$ cat src/rtl/mem_read_adapter_if.sv
// Client/memory signal bundle for mem_read_adapter.
// The adapter takes the slave view; whatever drives it (client and memory side) takes master.
interface mem_read_adapter_if;
  logic        io_enable;
  logic        io_flush;
  logic        io_in_rd;
  logic [16:0] io_in_addr;
  logic        io_in_wait_n;
  logic        io_in_valid;
  logic [31:0] io_in_dout;
  logic        io_out_rd;
  logic [31:0] io_out_addr;
  logic        io_out_wait_n;
  logic        io_out_valid;
  logic [63:0] io_out_dout;

  modport slave (
    input  io_enable, io_flush, io_in_rd, io_in_addr,
    input  io_out_wait_n, io_out_valid, io_out_dout,
    output io_in_wait_n, io_in_valid, io_in_dout,
    output io_out_rd, io_out_addr
  );

  modport master (
    output io_enable, io_flush, io_in_rd, io_in_addr,
    output io_out_wait_n, io_out_valid, io_out_dout,
    input  io_in_wait_n, io_in_valid, io_in_dout,
    input  io_out_rd, io_out_addr
  );
endinterface

$ cat src/rtl/mem_read_adapter.sv
// 32-bit client reads served from 64-bit memory through a one-line cache.
// state | meaning
// IDLE  | accepting requests; hits answered from the cached line
// READ  | io_out_rd held until memory accepts it
// WAIT  | waiting for io_out_valid to fill the line
module mem_read_adapter (
  input logic clock,
  input logic reset,
  mem_read_adapter_if.slave bus
);

  typedef enum logic [1:0] {IDLE, READ, WAIT} state_t;

  state_t      state;
  state_t      state_nxt;
  logic        accept;
  logic        hit;
  logic [16:0] addr_q;
  logic [15:0] tag;
  logic [63:0] data;
  logic        valid;
  logic        in_valid_q;
  logic [31:0] in_dout_q;
  logic [31:0] out_addr_q;

  assign bus.io_in_wait_n = bus.io_enable && (state == IDLE);
  assign accept           = bus.io_in_rd && bus.io_in_wait_n;
  assign hit              = valid && (tag == bus.io_in_addr[16:1]) && !bus.io_flush;
  assign bus.io_out_rd    = (state == READ);
  assign bus.io_out_addr  = out_addr_q;
  assign bus.io_in_valid  = in_valid_q;
  assign bus.io_in_dout   = in_dout_q;

  always_ff @(posedge clock) begin
    if (reset) state <= IDLE;
    else       state <= state_nxt;
  end

  always_comb begin
    state_nxt = state;
    case (state)
      IDLE:    if (accept && !hit)     state_nxt = READ;
      READ:    if (bus.io_out_wait_n)  state_nxt = WAIT;
      WAIT:    if (bus.io_out_valid)   state_nxt = IDLE;
      default:                         state_nxt = IDLE;
    endcase
  end

  always_ff @(posedge clock) begin
    if (reset) begin
      addr_q     <= '0;
      tag        <= '0;
      data       <= '0;
      valid      <= 1'b0;
      in_valid_q <= 1'b0;
      in_dout_q  <= '0;
      out_addr_q <= '0;
    end else begin
      in_valid_q <= 1'b0;
      if (accept) begin
        if (hit) begin
          in_valid_q <= 1'b1;
          in_dout_q  <= bus.io_in_addr[0] ? data[63:32] : data[31:0];
        end else begin
          addr_q     <= bus.io_in_addr;
          out_addr_q <= {13'h0, bus.io_in_addr[16:1], 3'h0};
        end
      end
      if (state == WAIT && bus.io_out_valid) begin
        data       <= bus.io_out_dout;
        tag        <= addr_q[16:1];
        valid      <= 1'b1;
        in_valid_q <= 1'b1;
        in_dout_q  <= addr_q[0] ? bus.io_out_dout[63:32] : bus.io_out_dout[31:0];
      end
      // Flush wins over a same-cycle fill: the word still goes out, the line stays invalid.
      if (bus.io_flush) valid <= 1'b0;
    end
  end

endmodule

$ cat src/flat_wrapper.sv
// flat-port wrapper written by rule: the top's interface ports become plain ports
module mem_read_adapter_flat 
  (clock, reset, bus_io_enable, bus_io_flush, bus_io_in_rd, bus_io_in_addr, bus_io_out_wait_n, bus_io_out_valid, bus_io_out_dout, bus_io_in_wait_n, bus_io_in_valid, bus_io_in_dout, bus_io_out_rd, bus_io_out_addr);
  mem_read_adapter_if bus_i ();
  input logic clock;
  input logic reset;
  input wire logic [$bits(bus_i.io_enable)-1:0] bus_io_enable;
  input wire logic [$bits(bus_i.io_flush)-1:0] bus_io_flush;
  input wire logic [$bits(bus_i.io_in_rd)-1:0] bus_io_in_rd;
  input wire logic [$bits(bus_i.io_in_addr)-1:0] bus_io_in_addr;
  input wire logic [$bits(bus_i.io_out_wait_n)-1:0] bus_io_out_wait_n;
  input wire logic [$bits(bus_i.io_out_valid)-1:0] bus_io_out_valid;
  input wire logic [$bits(bus_i.io_out_dout)-1:0] bus_io_out_dout;
  output wire logic [$bits(bus_i.io_in_wait_n)-1:0] bus_io_in_wait_n;
  output wire logic [$bits(bus_i.io_in_valid)-1:0] bus_io_in_valid;
  output wire logic [$bits(bus_i.io_in_dout)-1:0] bus_io_in_dout;
  output wire logic [$bits(bus_i.io_out_rd)-1:0] bus_io_out_rd;
  output wire logic [$bits(bus_i.io_out_addr)-1:0] bus_io_out_addr;
  assign bus_i.io_enable = bus_io_enable;
  assign bus_i.io_flush = bus_io_flush;
  assign bus_i.io_in_rd = bus_io_in_rd;
  assign bus_i.io_in_addr = bus_io_in_addr;
  assign bus_i.io_out_wait_n = bus_io_out_wait_n;
  assign bus_i.io_out_valid = bus_io_out_valid;
  assign bus_i.io_out_dout = bus_io_out_dout;
  assign bus_io_in_wait_n = bus_i.io_in_wait_n;
  assign bus_io_in_valid = bus_i.io_in_valid;
  assign bus_io_in_dout = bus_i.io_in_dout;
  assign bus_io_out_rd = bus_i.io_out_rd;
  assign bus_io_out_addr = bus_i.io_out_addr;
  mem_read_adapter u_core (.clock(clock), .reset(reset), .bus(bus_i));
endmodule
$ cat config.mk
export PLATFORM = sky130hd
export DESIGN_NAME = mem_read_adapter_flat
export DESIGN_NICKNAME = d
export VERILOG_FILES = /design/src/rtl/mem_read_adapter_if.sv /design/src/rtl/mem_read_adapter.sv /design/src/flat_wrapper.sv
export SDC_FILE = /design/constraint.sdc
export NUM_CORES = 1
export LEC_CHECK = 0
export CAP_MARGIN = 20
export CORE_UTILIZATION = 40
export DETAILED_ROUTE_END_ITERATION = 8
export PLACE_DENSITY = 0.74
export SLEW_MARGIN = 20
export SYNTH_ARGS = -nofsm -noshare
export SYNTH_HDL_FRONTEND = slang
export SYNTH_SLANG_ARGS = --single-unit
export TNS_END_PERCENT = 10
$ cat constraint.sdc
create_clock -name clock -period 2.85 [get_ports clock]
set_input_delay 0.285 -clock clock [delete_from_list [all_inputs] [get_ports clock]]
set_output_delay 0.285 -clock clock [all_outputs]
set_load 0.1 [all_outputs]
==> reports/qor.tcl <==
set qor(status) {finished, final reports clean}
set qor(seq_total_area_yosys_pct) 42.3
set qor(synthArstFlopShare_pct) 0
set qor(period_needed_ns) 2.17
set qor(hold_path_class) {input pin to flip-flop}
set qor(finish.cell_count_without_fillers) 1070
set qor(synth_top_family_by_area) {compound AO/OA/AOI/OAI gates}
set qor(ys_types) 32
set qor(cts_setup_buffers) 0
set qor(drtAntennaViolNets) 0
set qor(grt_first_pass_wirelength_mm) 24.9
set qor(yosys.area.top_type) {dfxtp_1}
set qor(chipHeight_um) 127
set qor(synth_top_cells_by_count) {nand2_1, dfxtp_1, a21oi_1}
set qor(ioPinCount) 155
set qor(grt_pass1_vias) 4916
set qor(worst-path-buf-inv) 2
set qor(timing.hold.worst.start) {reset}
set qor(hold_viol_final) 0
set qor(route.final.wire_length_mm) 15.6
set qor(total_via_count_in_the_routed_design) 5533
set qor(core_um2) 15300
set qor(grt_max_degree) 105
set qor(muxShareOfSynthArea_pct) 5.09
set qor(synth_adder_area_share_pct) 0
set qor(gp_congestion) 0.755
set qor(pin_slew_with_the_least_headroom_to_its_limit_ns) 0.562
set qor(synth-compound-area-share_pct) 23.1
set qor(drt_iter0_markers) 335
set qor(final_max_slew_viol_count) 0
set qor(tritoncts_num_sinks) 133
set qor(post_route_cells_drive_above_1_share_pct) 12.8
set qor(cpMaxStageDelayCell) {nor4_2}
set qor(clk_path_buf_depth) 2
set qor(pre_antenna_drt_iters) 5
set qor(r2r_end) {u_core.bus.io_in_dout[21]}
set qor(floorplan.initialDensity_pct) 41.2
set qor(post_cts_hold_buffer_count) 0
set qor(htree_levels) 4
set qor(path_common_cell) {buf_4}
set qor(clock-skew-final_ns) 0.00898
set qor(rsz0062_at_grt) {no}
set qor(total_power_divided_by_cell_area_nw_per_um2) 582
set qor(routed_vias_inst) 5.17
set qor(regToRegStartpoint) {u_core.tag[15]}
set qor(die_area_um2) 16200
set qor(critical_path.cell_chain) {xor2_1, nor4_2, nand4b_4, buf_4, o41ai_4, buf_4, a22o_1}
set qor(rr_worst_depth) 7
set qor(worst_skew_pair.late_latency_ns) 0.42
set qor(chipWidth_um) 127
set qor(std_cell_rows) 45
set qor(yosys.cell_count.top_type) {nand2_1}
set qor(timing.setup.tns_ns) 0
set qor(min_delay_path_depth) 2
set qor(crit_path_start_kind) {flip-flop}
set qor(timing.critical_path.fanout_max) 17
set qor(synthesized_area_per_cell_um2) 8.33
set qor(yosysWarningCount) 0
set qor(detailed_place_hpwl_mm) 9.91
set qor(cts_bufs_inserted) 17
set qor(cp.arrival_ns) 2.53
set qor(drcViolationCount) 0
set qor(leakage_uw) 0.00291
set qor(layout_worst_path_cycle_share_pct) 76.3
set qor(critical_path_required_ns) 3.21
set qor(drt-wirelength-per-cell_um) 14.6
set qor(register_to_register_setup_slack_ns) 0.68
set qor(worst_vdd_drop_mv) 0.425
set qor(cts.repair.resized) 0
set qor(cpPeakStageDelay_ns) 0.46
set qor(timing.max_slew.rel_slack_pct) 62.5
set qor(final.setup.worst_slack_ns) 0.676
set qor(placed_cells) 1038
set qor(whs_endpoint) {u_core.tag[9]}
set qor(port_buffers) 138
set qor(antenna_found_initial) 0
set qor(layout.filler_cells) 1458
set qor(post_synth_inst_count) 755
set qor(place_worst_setup_slack_ns) 0.246
set qor(final-setup-viol-count) 0
set qor(layout_overhead_on_the_synthesized_area_pct) 28.3
set qor(fin_nets) 934
set qor(synth_edf_count) 0
set qor(synth.top_cell.area_share_pct) 42.3
set qor(critical_path.endpoint_type) {flip-flop}
set qor(fmax_mhz) 460
set qor(cp_top_family) {simple AND/OR/NAND/NOR gates}
set qor(synth_area_um2) 6290
set qor(grt.total_usage_pct) 19.6
set qor(drv_cap) 0
set qor(gr-total-overflow) 0
set qor(crit_type) {flip-flop to flip-flop}
set qor(final_util_pct) 52.9
set qor(ys_ff_latch) 133
set qor(reg_clk_slew_reported_paths_ns) 0.06
set qor(p_total_uw) 4690
set qor(cts_tree) {done}
set qor(netlist_top_cells_area) {dfxtp_1, nand2_1, a21oi_1, mux2i_1, a22o_1}
set qor(clock-root-buffer) {clkbuf_16}
set qor(synth-xor-area-share_pct) 2.23
set qor(synth_simple_gate_area_share_pct) 18.7
set qor(synthFlopType) {dfxtp_1}
set qor(number_of_antenna_cells_inserted) 0
[placed cells by master (no fill, tap or decap), types with 17 or more instances in the layout]
cell type,netlist,final
nand2_1,196,196
dfxtp_1,133,132
a21oi_1,112,112
clkdlybuf4s50_1,0,85
buf_4,32,65
nor2b_1,34,34
mux2i_1,32,32
a211oi_1,32,32
a22o_1,32,32
nor3b_1,18,17
a32oi_1,17,17
clkbuf_16,0,17
[metrics by stage]
stage          hold WS [ns]  cell area, um2
2_1_floorplan         0.364            6350
3_3_place_gp          0.437            7500
3_5_place_dp          0.442            7500
4_1_cts               0.122            8070
5_1_grt               0.137            8070
6_report              0.140            8070
[metal layers]
layer	GRT usage [%]	vias up	wire length, um
met2	31.1	157	7320
met1	25.7	2564	7240
li1	-	2788	-
met3	4.02	24	758
met4	8.47	0	313
met5	0	-	0
[registers in the layout, summed over array words and instances (netlist names)]
register / flops
u_core.valid: 1
u_core.bus.io_in_valid: 1
u_core.state: 2
u_core.bus.io_out_addr: 1
u_core.tag: 16
u_core.data: 64
u_core.addr_q: 16
u_core.bus.io_in_dout: 32
[worst max path at each step]
stage,endpoint,cells past startpoint,slack [ns],from
floorplan,u_core.bus.io_in_dout[10],5,0.25,u_core.state[1]
global placement,u_core.bus.io_in_dout[30],8,0.32,bus_io_in_addr[16]
detailed placement,u_core.bus.io_in_dout[21],8,0.25,bus_io_in_addr[15]
CTS,u_core.bus.io_in_dout[9],7,0.66,u_core.tag[15]
global route,u_core.bus.io_in_dout[21],7,0.55,u_core.tag[15]
finish,u_core.bus.io_in_dout[21],7,0.68,u_core.tag[15]
[final cells by class]
class	count	area, um2	area share, %
Multi-Input combinational cell	539	3160	39.2
Sequential cell	133	2660	33.0
Timing Repair Buffer	154	1400	17.4
Clock buffer	18	439	5.44
Tap cell	211	264	3.27
Clock inverter	14	129	1.60
Inverter	1	3.75	0.0465
[report_power, final]
part | internal [uW] | switching (uW) | total (uW)
Sequential | 1890 | 29.1 | 1920
Clock | 1230 | 850 | 2080
Combinational | 230 | 464 | 694
Total | 3350 | 1340 | 4690
[kinds of logic (layout without fill, tap and decap cells)]
group / count (synthesis) / in the layout
buf+inv: 98 / 187
flops: 133 / 133
mux: 32 / 32
xor+xnor: 16 / 16
simple gates: 260 / 260
other cells: 1 / 16
compound gates: 215 / 215
[worst reg2reg max path: stages, from the launching register on]
cell and delay (ns):
dfxtp_1 0.31, xor2_1 0.16, nor4_2 0.46, nand4b_4 0.17, buf_4 0.23, o41ai_4 0.32, buf_4 0.29, a22o_1 0.17
Note: power is estimated with default switching activity, not from simulation.
